## src/rtl/song_reader.sv

```systemverilog
// Song sequencer: walks one song's {note, duration} list in an external
// synchronous ROM and feeds each entry to the note player's load interface.
//
// state     | meaning
// ----------+-----------------------------------------------------------
// IDLE      | song select tracked; waits for play
// FETCH     | rom_addr = {song_q, idx} presented to the ROM
// WAIT_ROM  | rom_data valid; zero duration ends the song, else latch it
// LOAD      | new_note strobed while play is high
// WAIT_DONE | waits for a note_done rising edge, then advances the index
// END       | song finished; held until restart
module song_reader #(
  parameter int SONG_W = 2,
  parameter int IDX_W  = 5,
  parameter int NOTE_W = 6,
  parameter int DUR_W  = 6
) (
  input  logic                      clk,
  input  logic                      reset_n,
  input  logic                      play,
  input  logic                      restart,
  input  logic [SONG_W-1:0]         song,
  input  logic                      note_done,
  output logic [SONG_W+IDX_W-1:0]   rom_addr,
  input  logic [NOTE_W+DUR_W-1:0]   rom_data,
  output logic [NOTE_W-1:0]         note,
  output logic [DUR_W-1:0]          duration,
  output logic                      new_note,
  output logic                      song_done,
  output logic [IDX_W-1:0]          note_idx
);

  typedef enum logic [2:0] {
    S_IDLE,
    S_FETCH,
    S_WAIT_ROM,
    S_LOAD,
    S_WAIT_DONE,
    S_END
  } state_t;

  localparam logic [IDX_W-1:0] IDX_LAST = '1;

  state_t              state_q, state_n;
  logic [IDX_W-1:0]    idx_q, idx_n;
  logic [SONG_W-1:0]   song_q, song_n;
  logic [NOTE_W-1:0]   note_n;
  logic [DUR_W-1:0]    dur_n;
  logic                done_seen_q, done_seen_n;
  logic                done_q;
  logic                done_rise;
  logic [NOTE_W-1:0]   rom_note;
  logic [DUR_W-1:0]    rom_dur;

  assign rom_note  = rom_data[NOTE_W+DUR_W-1:DUR_W];
  assign rom_dur   = rom_data[DUR_W-1:0];
  assign done_rise = note_done & ~done_q;
  assign note_idx  = idx_q;

  always_comb begin
    state_n     = state_q;
    idx_n       = idx_q;
    song_n      = song_q;
    note_n      = note;
    dur_n       = duration;
    done_seen_n = done_seen_q;
    new_note    = 1'b0;

    case (state_q)
      S_IDLE: begin
        song_n = song;
        if (play) state_n = S_FETCH;
      end
      S_FETCH: state_n = S_WAIT_ROM;
      S_WAIT_ROM: begin
        if (rom_dur == '0) begin
          state_n = S_END;
        end else begin
          note_n  = rom_note;
          dur_n   = rom_dur;
          state_n = S_LOAD;
        end
      end
      S_LOAD: begin
        new_note = play;
        if (play) state_n = S_WAIT_DONE;
      end
      S_WAIT_DONE: begin
        if (done_rise) done_seen_n = 1'b1;
        // Last slot ends the song rather than wrapping into the next one.
        if (done_seen_q && play) begin
          done_seen_n = 1'b0;
          if (idx_q == IDX_LAST) begin
            state_n = S_END;
          end else begin
            idx_n   = idx_q + IDX_W'(1);
            state_n = S_FETCH;
          end
        end
      end
      S_END: state_n = S_END;
      default: state_n = S_IDLE;
    endcase

    if (restart) begin
      state_n     = S_IDLE;
      idx_n       = '0;
      done_seen_n = 1'b0;
      song_n      = song;
    end
  end

  always_ff @(posedge clk or negedge reset_n) begin
    if (!reset_n) begin
      state_q     <= S_IDLE;
      idx_q       <= '0;
      song_q      <= '0;
      rom_addr    <= '0;
      note        <= '0;
      duration    <= '0;
      song_done   <= 1'b0;
      done_seen_q <= 1'b0;
      done_q      <= 1'b1;
    end else begin
      state_q     <= state_n;
      idx_q       <= idx_n;
      song_q      <= song_n;
      rom_addr    <= {song_n, idx_n};
      note        <= note_n;
      duration    <= dur_n;
      song_done   <= (state_n == S_END) && (state_q != S_END);
      done_seen_q <= done_seen_n;
      done_q      <= note_done;
    end
  end

endmodule

```

## config.mk

```make
export PLATFORM = sky130hd
export DESIGN_NAME = song_reader
export DESIGN_NICKNAME = d
export VERILOG_FILES = /design/src/rtl/song_reader.sv
export SDC_FILE = /design/constraint.sdc
export NUM_CORES = 1
export LEC_CHECK = 0
export BUFFER_PORTS_ARGS = -buffer_cell sky130_fd_sc_hd__clkbuf_2
export CAP_MARGIN = 20
export CORE_MARGIN = 2
export CORE_UTILIZATION = 25
export CTS_BUF_LIST = sky130_fd_sc_hd__clkbuf_8
export DETAILED_ROUTE_END_ITERATION = 7
export PLACE_DENSITY = 0.49
export REMOVE_ABC_BUFFERS = 1
export SLEW_MARGIN = 20
export SYNTH_ARGS = -nofsm -noshare
export SYNTH_HDL_FRONTEND = slang
export SYNTH_SLANG_ARGS = --single-unit
```

## constraint.sdc

```tcl
create_clock -name clk -period 1.95 [get_ports clk]
set_input_delay 0.39 -clock clk [delete_from_list [all_inputs] [get_ports clk]]
set_output_delay 0.39 -clock clk [all_outputs]
set_load 0.01 [all_outputs]
```

==> metrics list, run 1 <==
* Result of the run: finished clean
- The most numerous cell type found on the critical path is sky130_fd_sc_hd__ha_1.
- Half-perimeter wire length after detailed placement: approximately 2 mm
- Async set-or-reset flop fraction in the synthesized netlist: 100%
- The worst pin sits at a relative slew slack of about three fifths.
- Clock tree synthesis inserted a total of 3 buffers.
- Measured on the finished design, the core utilization comes to around a third.
- Final Net Count: 165
- Counting flops and latches in the post-synthesis netlist gives 25.
* CP Data Required Time: around 2.1 ns
- Counting along the longest clock path gives a buffer depth of 2.
- Max incr delay on CP: ~0.43 ns
- Placement row count: 25
- The analysis attributes to cell leakage a power of between 0.7 and 0.8 nW.
- In the final routed layout, each cell accounts on average for 12.9 µm.
* Share of synthesized area occupied by flip-flops and latches: between 50% and 60%
- Gr usage total: about a tenth
- Count of clock tree sinks: 25
* Type of element capturing the critical path: register
- 0 antenna diodes ended up in the layout.
- The via count of the first global-routing pass was 847.
- Setup violations remaining at the end of the flow were counted as 0.
* Count of maximum capacitance violations: 0
- Relative to the synthesized area, the layout overhead comes to 25.6%.
* Summed negative setup slack over all endpoints: 0 ns
- Dividing the detail-routed via count by the number of cells gives 4.40.
* Number of nets still failing antenna checks after routing: 0
- Hold Violations, Final: 0
- Together, buffers and inverters on the worst path number 0.
* Post-Synthesis Mean Instance Area: 12.0 µm²
- At the pin with the least slew margin, the transition time is ~0.63 ns.
- Count of input and output buffers: 44
- Worst Path Arrival: between 1.5 and 2 ns
- In this run the count of I/O pins placed on the die edge is 45.
- Clock latency at the later pin of the worst-skew pair: 0.26 ns
- Entering global routing, the biggest net connects 26 pins.
- Initial antenna violation count: 0
- Derived from the worst setup path, the maximum achievable clock frequency is ~0.55 GHz.
- The tightest min-delay check is of the in2async type.
* Kind of cell with the highest combined delay on the critical path: simple AND/OR/NAND/NOR gates
- Number of iterations in the first detailed-routing pass: 4
- Pwr dens: between 900 and 1000 mW/mm²
- H-Tree Depth: 1
* Portion of the clock cycle consumed by the worst path in the final layout: between 90% and 100%
- Worst slack at placement: roughly 0.033 ns
* Largest vdd supply drop: 0.534 mV
* Most common cell after layout, fill and taps aside: sky130_fd_sc_hd__clkbuf_2
- The library cells used most frequently in the layout, excluding fill and tap cells, are 44 x sky130_fd_sc_hd__clkbuf_2, 24 x sky130_fd_sc_hd__dfrtp_1, 14 x sky130_fd_sc_hd__nor2_1, 9 x sky130_fd_sc_hd__mux2_4.
- Measured in cells, the most critical reg-to-reg path has a length of 7.
- The critical path is of the reg2reg type.
- Wire length of the first global-routing pass: about 4 mm
- For this run, the leading register cell type out of synthesis is sky130_fd_sc_hd__dfrtp_1.
- The die covers approximately 0.0054 mm².
- Residual DRC count: 0
* Horizontal extent of the die: 73.5 µm
* Starting density of the core: 25.7%
* Final estimated routing congestion in global placement: between 0.7 and 0.8
* TritonCTS clock tree: yes
- Highest fanout seen on the critical path: 5
- Setup slack closes at 0.141 ns.
* Iteration-0 DRC Markers: 36
- The largest individual stage delay along the critical path comes from the cell sky130_fd_sc_hd__dfrtp_1.
- Share of layout cells above drive strength 1: roughly half
* Floorplan Core Area: 0.00469 mm²
- Clock root buffer: sky130_fd_sc_hd__clkbuf_8
- Total number of vias: between 800 and 900
- Traced cell by cell, the critical path runs through ha_1 -> and3_1 -> ha_1 -> and3b_2 -> and2_2 -> mux2i_1 -> nor2_1.
- The placed instances occupy a cell area of 0.00146 mm².
- Area of the mapped netlist: 0.00121 mm²
* Post-synth cell types: 32
* Critical path launch point type: register
- Clock-pin slew was measured on the worst setup and hold paths at ~0.080 ns.
- Non-Filler Cell Area, Final: around 0.0015 mm²
* Overall overflow remaining after global route: 0
* Floorplan die height: around 73 µm
- Count of warnings emitted by yosys: 0
* Clock tree skew after final layout: approximately 0.0013 ns
- Yosys mapped a number of flops with a built-in enable equal to 0.
* Post-synthesis cell count: about 100
- Fin crit period: between 1.5 and 2 ns
- Counting buffers and inverters, the worst setup path is 7 cells deep.
- The number of max-slew violations in the final report came to 0.
- Wire length reported by the detailed router: about 2.5 mm
## state kept, by name (all words and copies together) (netlist names)
register,cells
duration,6
note,6
note_idx,4
state_q,3
rom_addr,2
done_q,1
done_seen_q,1
song_done,1
song_q,1
## routing by layer
| metal | vias to the layer above | GRT usage, % | share of wire (%) |
|---|---|---|---|
| li1 | 427 | - | - |
| met1 | 417 | 12.7 | 43 |
| met2 | 21 | 15.7 | 51 |
| met3 | 2 | 2.61 | 4.5 |
| met4 | 0 | 2.42 | 0.95 |
| met5 | - | 0 | 0 |
## logic make-up after synthesis
| family | count (synthesis) | share of synthesized area (%) |
|---|---|---|
| simple gates | 35 | 15.2 |
| flops | 25 | 51.9 |
| mux | 15 | 16.6 |
| buf+inv | 11 | 5.91 |
| compound gates | 10 | 6.11 |
| xor+xnor | 3 | 2.18 |
| fa+ha+maj | 2 | 2.07 |
## synth_stat cells (2+ instances only)
master / number / area share (%)
sky130_fd_sc_hd__a211oi_1: 2 / 1.2
sky130_fd_sc_hd__nor3_1: 3 / 1.2
sky130_fd_sc_hd__a21oi_1: 2 / 0.83
sky130_fd_sc_hd__nand2_1: 3 / 0.93
sky130_fd_sc_hd__nand3_1: 2 / 0.83
sky130_fd_sc_hd__mux2_2: 4 / 3.7
sky130_fd_sc_hd__dfrtp_1: 24 / 50
sky130_fd_sc_hd__buf_2: 3 / 1.2
sky130_fd_sc_hd__mux2_4: 9 / 11
sky130_fd_sc_hd__nor2_1: 14 / 4.4
sky130_fd_sc_hd__and3_1: 2 / 1.0
sky130_fd_sc_hd__xor2_1: 2 / 1.5
sky130_fd_sc_hd__o21ai_0: 2 / 0.83
sky130_fd_sc_hd__buf_4: 5 / 3.1
sky130_fd_sc_hd__nor3b_1: 2 / 1.2
sky130_fd_sc_hd__mux2i_1: 2 / 1.7
sky130_fd_sc_hd__nand2b_1: 4 / 2.1
sky130_fd_sc_hd__ha_1: 2 / 2.1
## final timing paths
check	startpoint	slack, ns	to
max in group asynchronous	reset_n	1.41	song_q[0]
worst min-delay path	reset_n	0.13	duration[3]
worst max register to register	note_idx[1]	0.14	note_idx[1]
worst min register to register	song_q[0]	0.51	song_q[0]
min in group clk	note_done	0.22	done_q
worst max-delay path	note_idx[1]	0.14	note_idx[1]
## area by class of cell
type,count,area (µm²)
flip-flops and latches,25,627
well taps,54,67.6
inverters,1,3.75
fillers,495,3180
clock buffers,3,41.3
repair buffers,48,250
clock inverters,1,5.00
multi-input cells,65,522
## power breakdown
| group | leakage [nW] | internal [mW] | switching, mW | total [mW] |
|---|---|---|---|---|
| Sequential | 0.313 | 0.625 | 0.0596 | 0.685 |
| Combinational | 0.417 | 0.215 | 0.169 | 0.385 |
| Clock | 0.0255 | 0.143 | 0.156 | 0.299 |
## metrics by stage
stage | hold slack (ns) | power, mW | instances
after floorplan | 0.0944 | 0.911 | 91
after global placement | 0.437 | 1.08 | 193
after detailed placement | 0.443 | 1.09 | 193
after CTS | 0.151 | 1.40 | 197
after global routing | 0.173 | 1.46 | 197
final | 0.126 | 1.37 | 197
## what timing repair did
| action | in CTS | in global routing |
|---|---|---|
| hold buffers | 0 | 0 |
| setup buffers | 0 | 0 |
| endpoints found under the setup margin | 0 | 5 |
| gates resized for setup | 0 | 3 |
(Power assumes the default switching activity.)
==> inputs of run 2 (changes only) <==
--- a/config.mk
+++ b/config.mk
@@ -8,10 +8,10 @@
 export BUFFER_PORTS_ARGS = -buffer_cell sky130_fd_sc_hd__clkbuf_2
 export CAP_MARGIN = 20
 export CORE_MARGIN = 2
-export CORE_UTILIZATION = 25
+export CORE_UTILIZATION = 30
 export CTS_BUF_LIST = sky130_fd_sc_hd__clkbuf_8
 export DETAILED_ROUTE_END_ITERATION = 7
-export PLACE_DENSITY = 0.49
+export PLACE_DENSITY = 0.62
 export REMOVE_ABC_BUFFERS = 1
 export SLEW_MARGIN = 20
 export SYNTH_ARGS = -nofsm -noshare
==> run 2 against run 1 <==
Effect of this change: register-to-register slack barely moved; global-route usage rose by 1.7 points; critical endpoint unchanged; clock skew rose by 0.0082 ns; fmax fell by 0.44%; critical path depth did not move; final cell count did not move; wire length fell by 0.43%; clock power rose by 5%; flip-flop and latch count did not move; die area fell by 16%.
==> metrics list, run 2 (synthesis results as in run 1) <==
- Result of the run: finished clean
* Half-perimeter wire length after detailed placement: 1.89 mm (-4.3%)
- Hold buffer count at CTS: 0 (unchanged)
- Worst Tran Pin Value: 0.724 ns (+0.0971 ns)
- Count of clock tree sinks: 25 (unchanged)
- STA classifies the critical path startpoint as a register.
- Largest vdd supply drop: 0.359 mV (-33%)
* Gr usage total: 11.3% (+1.7 points)
- Iteration-0 DRC Markers: 12 (-67%)
- The antenna diode count was 0 (unchanged).
- The min-delay analysis places its worst path in the category in2async.
- The number of max-cap violations came to 0 (unchanged).
* Fin crit period: 1.82 ns (+0.00807 ns)
* Category of the critical setup timing path: reg2reg
- The number of search-and-repair iterations in the first detailed-routing pass is 2 (-2).
- The number of fillers in the final layout is 385 (-22%).
- Number of top-level design ports: 45 (unchanged)
* Final Net Count: 169 (+2.4%)
- Floorplan die height: 67.4 µm (-8.2%)
- Placement row count: 23 (-8.0%)
- Horizontal extent of the die: 67.4 µm (-8.2%)
* Worst hold margin: 0.111 ns (-0.0145 ns)
- In this run the critical register-to-register path is launched from note_idx[1].
* Largest net degree at the start of global routing: 26 (unchanged)
* Initial antenna violation count: 0 (unchanged)
- Type of element capturing the critical path: register
- Setup repair after global routing missed its margin: no
- The final count of hold timing violations came to 0 (unchanged).
- Most common cell after layout, fill and taps aside: sky130_fd_sc_hd__clkbuf_2
- The required time of the critical path was 2.10 ns (about the same).
- Relative to the synthesized area, the layout overhead comes to 28.3%.
* Overall overflow remaining after global route: 0 (unchanged)
- The minimum setup slack among reg-to-reg paths was 0.13 ns (about the same).
* Number of max-slew violations in the final report: 0 (unchanged)
- Clock root buffer: sky130_fd_sc_hd__clkbuf_8
- Clock latency at the later pin of the worst-skew pair: 0.27 ns (about the same)
- Floorplan Core Area: 0.00394 mm² (-16%)
* Most used cells in the layout excluding fill and tap cells: 44 x sky130_fd_sc_hd__clkbuf_2, 24 x sky130_fd_sc_hd__dfrtp_1, 14 x sky130_fd_sc_hd__nor2_1, 9 x sky130_fd_sc_hd__mux2_4, 8 x sky130_fd_sc_hd__buf_4
* Die Outline Area: 0.00455 mm² (-16%)
* Pleak: 0.767 nW (+1.6%)
- The flip-flop and latch area came to 627 µm² (unchanged).
- The wire length after detailed routing came to 2.52 mm (-0.43%).
* Final estimated routing congestion in global placement: 0.796 (+6.7%)
* Number of failing setup endpoints in the final timing report: 0 (unchanged)
- The number of CTS-inserted buffers is 3 (unchanged).
- The power density of the placed cells was 899 mW/mm² (-0.36%).
- The ratio of cells with drive above 1 in the final layout was 51.7% (+0.65 points).
* Number of nets still failing antenna checks after routing: 0 (unchanged)
- The worst-case reg-to-reg path depth is 7 (unchanged).
- Final routed wire length divided by cell count: 12.8 µm (-0.43%)
- The via count normalized by instance count came to 4.49 (+2.0%).
- Worst Path Arrival: 1.97 ns (about the same)
* Deepest clock path buffer count: 2 (unchanged)
- Worst r2r dst: note_idx[1]
* Highest fanout seen on the critical path: 5 (unchanged)
* Wire length of the first global-routing pass: 3.93 mm (-2.4%)
- The number of H-tree levels was 1 (unchanged).
- Via count of the first global-routing pass: 831 (-1.9%)
- The post-route setup TNS is 0 ns (unchanged).
- The final standard cell utilization of the core was 39.3% (+7.0 points).
- TritonCTS built the clock tree.
* Residual DRC count: 0 (unchanged)
* Total number of vias: 884 (+2.0%)
* Clock tree skew after final layout: 0.00946 ns (+0.00815 ns)
* Count of input and output buffers: 44 (unchanged)
- The maximum clock frequency is 0.550 GHz (-0.44%).
* Area of the multi-input gates: 527 µm² (+0.96%)
* Worst Setup SP: note_idx[1]
- Max_slew headroom: 51.6% (-6.6 points)
* Total power after layout: 1.39 mW (+1.8%)
- The starting density of the core is 30.6% (+4.9 points).
- The clock-pin slew of the registers on the worst-case setup and hold paths came to 0.09 ns (about the same).
- Portion of the clock cycle consumed by the worst path in the final layout: 93.2% (+0.41 points)
-- run 2: cell type report --
type / count / area share, %
Clock inverter: 1 / 0.485
Sequential cell: 25 / 40.5
Inverter: 1 / 0.242
Timing Repair Buffer: 52 / 18.1
Tap cell: 50 / 4.04
Clock buffer: 3 / 2.67
Multi-Input combinational cell: 65 / 34.0
-- run 2: worst max-delay path by stage --
stage | end | slack, ns
6_report | note_idx[1] | 0.13
5_1_grt | note_idx[1] | 0.02
4_1_cts | note_idx[1] | 0.07
3_5_place_dp | duration[1] | -0.15
3_3_place_gp | duration[0] | -0.08
2_1_floorplan | duration[0] | -0.42
-- run 2: routing by layer --
| layer | wire (µm) | global-route usage, % | vias to the layer above |
|---|---|---|---|
| met4 | 52 | 4.08 | 0 |
| met5 | 0 | 0 | - |
| li1 | - | - | 437 |
| met3 | 65 | 2.17 | 4 |
| met2 | 1290 | 17.6 | 15 |
| met1 | 1120 | 15.7 | 428 |
-- run 2: critical path: stages (launching register included) --
cell                      delay (ns)
sky130_fd_sc_hd__dfrtp_1        0.42
sky130_fd_sc_hd__ha_1           0.21
sky130_fd_sc_hd__and3_1         0.18
sky130_fd_sc_hd__ha_1           0.17
sky130_fd_sc_hd__and3b_1        0.27
sky130_fd_sc_hd__and2_2         0.22
sky130_fd_sc_hd__mux2i_1        0.19
sky130_fd_sc_hd__nor2_1         0.05
-- run 2: through the flow --
stage | cell area (µm²) | worst slack [ns] | instances
finish | 1550 | 0.133 | 197
global route | 1550 | 0.0162 | 197
CTS | 1540 | 0.0723 | 197
global placement | 1490 | -0.0754 | 193
floorplan | 1140 | -0.416 | 91
detailed placement | 1490 | -0.151 | 193
-- run 2: what timing repair did --
action | 4_1_cts | 5_1_grt
cloned | 0 | 0
resized for setup | 1 | 2
setup endpoints to repair | 2 | 3
setup buffers | 0 | 0
-- run 2: power by group --
| group | internal, mW | leakage (nW) | switching, mW |
|---|---|---|---|
| clock network | 0.145 | 0.0217 | 0.168 |
| registers | 0.626 | 0.313 | 0.0602 |
| logic | 0.220 | 0.433 | 0.174 |
| total | 0.991 | 0.767 | 0.403 |
==> inputs of run 3 (changes only) <==
--- a/config.mk
+++ b/config.mk
@@ -7,11 +7,13 @@
 export LEC_CHECK = 0
 export BUFFER_PORTS_ARGS = -buffer_cell sky130_fd_sc_hd__clkbuf_2
 export CAP_MARGIN = 20
+export CELL_PAD_IN_SITES_DETAIL_PLACEMENT = 2
+export CELL_PAD_IN_SITES_GLOBAL_PLACEMENT = 2
 export CORE_MARGIN = 2
 export CORE_UTILIZATION = 30
 export CTS_BUF_LIST = sky130_fd_sc_hd__clkbuf_8
 export DETAILED_ROUTE_END_ITERATION = 7
-export PLACE_DENSITY = 0.62
+export PLACE_DENSITY = 0.87
 export REMOVE_ABC_BUFFERS = 1
 export SLEW_MARGIN = 20
 export SYNTH_ARGS = -nofsm -noshare
==> run 3 against run 2 <==
Effect of this change: clock skew shrank 0.0051 ns; register-to-register slack barely moved; critical path type unchanged; largest power group unchanged; utilization shrank 0.95 points; critical endpoint unchanged; wire length rose by 21%; global-route usage increased by 3.2 points.
==> metrics list, run 3 (synthesis results as in run 1) <==
- Result of the run: finished clean
- The data arrival time of the critical path came to 1.99 ns (+0.02 ns).
- The total I/O pin count came to 45 (unchanged).
* Floorplan die height: 67.4 µm (unchanged)
- The pin count of the biggest net entering global routing is 26 (unchanged).
- The cell sitting at the root of the clock tree is a sky130_fd_sc_hd__clkbuf_8.
- Minimum setup slack in the final design: 0.119 ns (-0.0133 ns)
- Number of iterations in the first detailed-routing pass: 5 (+3)
* Gr usage total: 14.5% (+3.2 points)
- The number of DRC markers in iteration 0 was 28 (+16).
- The via count of the first global-routing pass is 972 (+17%).
- Fin crit period: 1.83 ns (+0.0133 ns)
* Wire length of the first global-routing pass: 4.88 mm (+24%)
- M2 GR Usage: 24.8% (+7.2 points)
* Fillcell total: 438 (+14%)
- The final non-filler cell area came to 0.00151 mm² (-2.4%).
* Total number of vias: 942 (+6.6%)
* Highest achievable clock rate: 0.546 GHz (-0.73%)
- Deepest clock path buffer count: 2 (unchanged)
- Worst r2r dst: note_idx[1]
- TritonCTS built the clock tree.
- Most used cells in the layout excluding fill and tap cells: 44 x sky130_fd_sc_hd__clkbuf_2, 24 x sky130_fd_sc_hd__dfrtp_1, 14 x sky130_fd_sc_hd__nor2_1, 9 x sky130_fd_sc_hd__mux2_4
- The tightest slew margin relative to the limit came to 57.0% (+5.4 points).
- Number of max-slew violations in the final report: 0 (unchanged)
- The number of cell rows was 23 (unchanged).
- The number of hold-repair buffers added at the cts stage was 0 (unchanged).
- The average wire per cell in the routed design came to 15.8 µm (+23%).
- Most common cell after layout, fill and taps aside: sky130_fd_sc_hd__clkbuf_2
* Post CTS Setup Buffer Count: 0 (unchanged)
- The number of max-cap violations was 0 (unchanged).
* Worst-case reg-to-reg path depth: 7 (unchanged)
- The multi-input logic area came to 522 µm² (-0.95%).
* Critical path launch point type: register
* Residual DRC count: 0 (unchanged)
- The total power after layout was 1.40 mW (+0.60%).
- The post-route setup TNS came to 0 ns (unchanged).
* Met3 routing resource usage after global routing: 1.67% (-0.50 points)
- met2 is the most crowded layer.
- Clock tree skew after final layout: 0.00433 ns (-0.00513 ns)
* Reg-to-reg startpoint: note_idx[1]
- Die Outline Area: 0.00455 mm² (unchanged)
* Met1 demand-to-capacity share in global routing: 18.1% (+2.4 points)
* Number of nets still failing antenna checks after routing: 0 (unchanged)
- The starting density of the core is 30.6% (unchanged).
* Vias per inst: 4.88 (+8.8%)
- Diodes inserted: 0 (unchanged)
- Largest vdd supply drop: 0.330 mV (-8.0%)
- Half-perimeter wire length after detailed placement: 2.35 mm (+24%)
* Clock latency at the later pin of the worst-skew pair: 0.27 ns (about the same)
- Number of buffers created by CTS: 3 (unchanged)
* Worst Setup SP: note_idx[1]
* Worst slack at placement: -0.00631 ns (+0.145 ns)
* H-Tree Depth: 1 (unchanged)
- The worst setup path is captured at a register.
- The global-route congestion overflow total is 0 (unchanged).
* Growth of design area from synthesis to finish: 25.2%
- Register-to-register setup slack: 0.12 ns (about the same)
* Final estimated routing congestion in global placement: 0.797 (+0.18%)
- Horizontal extent of the die: 67.4 µm (unchanged)
* Sequential cell area: 627 µm² (unchanged)
- Initial antenna violation count: 0 (unchanged)
- Hold Violations, Final: 0 (unchanged)
* Class of the tightest hold or removal check: in2async
- Post_cts resized: 0 (-1)
- Number of failing setup endpoints in the final timing report: 0 (unchanged)
- Pwr dens: 927 mW/mm² (+3.1%)
- The critical path in this run is classified as reg2reg.
- The ratio of cells with drive above 1 in the final layout came to 51.0% (-0.65 points).
* Final Net Count: 165 (-2.4%)
* Worst Tran Pin Value: 0.646 ns (-0.0784 ns)
- Setup repair after global routing left no endpoint under its margin.
* Portion of the clock cycle consumed by the worst path in the final layout: 93.9% (+0.68 points)
- The placed standard-cell area came to 0.00146 mm² (-2.0%).
- The maximum fanout along the worst path was 5 (unchanged).
- Clock-pin slew on the worst setup and hold paths: 0.09 ns (about the same)
* Count of clock tree sinks: 25 (unchanged)
- The number of I/O port buffers came to 44 (unchanged).
- The leakage power is 0.755 nW (-1.6%).
* Wire length reported by the detailed router: 3.04 mm (+21%)
- CP Data Required Time: 2.11 ns (about the same)
- The area inside the core boundary came to 0.00394 mm² (unchanged).
-- run 3: cell types whose count changed in the layout (fill, tap and decap cells not counted), sizes merged --
| cell | previous run | this run |
|---|---|---|
| buf | 8 | 4 |
| clkinv | 0 | 1 |
| clkinvlp | 1 | 0 |
-- run 3: through the flow --
step | util (%) | instances | hold WS (ns)
finish | 38.3 | 193 | 0.122
global route | 38.3 | 193 | 0.168
CTS | 38.1 | 193 | 0.147
detailed placement | 37.0 | 189 | 0.453
global placement | 37.0 | 189 | 0.421
floorplan | - | 91 | 0.0944
-- run 3: routing by layer --
layer,vias to the layer above,wire [µm]
li1,429,-
met1,486,1220
met2,22,1680
met3,5,81
met4,0,63
met5,-,0
-- run 3: how the worst max path moves through the flow --
| stage | end |
|---|---|
| 3_3_place_gp | note[0] |
| 6_report | note_idx[1] |
| 5_1_grt | rom_addr[4] |
| 4_1_cts | note_idx[1] |
| 3_5_place_dp | duration[5] |
| 2_1_floorplan | duration[0] |
-- run 3: power by group --
part / switching, mW / leakage [nW] / internal (mW)
logic: 0.180 / 0.417 / 0.215
registers: 0.0658 / 0.313 / 0.626
clock network: 0.171 / 0.0255 / 0.143
-- run 3: critical path: stages (launching register included) --
cell                      delay [ns]
sky130_fd_sc_hd__dfrtp_1        0.43
sky130_fd_sc_hd__ha_1           0.22
sky130_fd_sc_hd__and3_1         0.19
sky130_fd_sc_hd__ha_1           0.17
sky130_fd_sc_hd__and3b_2        0.27
sky130_fd_sc_hd__and2_2         0.20
sky130_fd_sc_hd__mux2i_1        0.20
sky130_fd_sc_hd__nor2_1         0.05
-- run 3: cell type report --
type / count / share of cell area, %
inverter: 1 / 0.248
sequential: 25 / 41.5
timing repair buffer: 48 / 16.6
clock inverter: 1 / 0.331
tap: 50 / 4.14
clock buffer: 3 / 2.73
multi-input combinational: 65 / 34.5
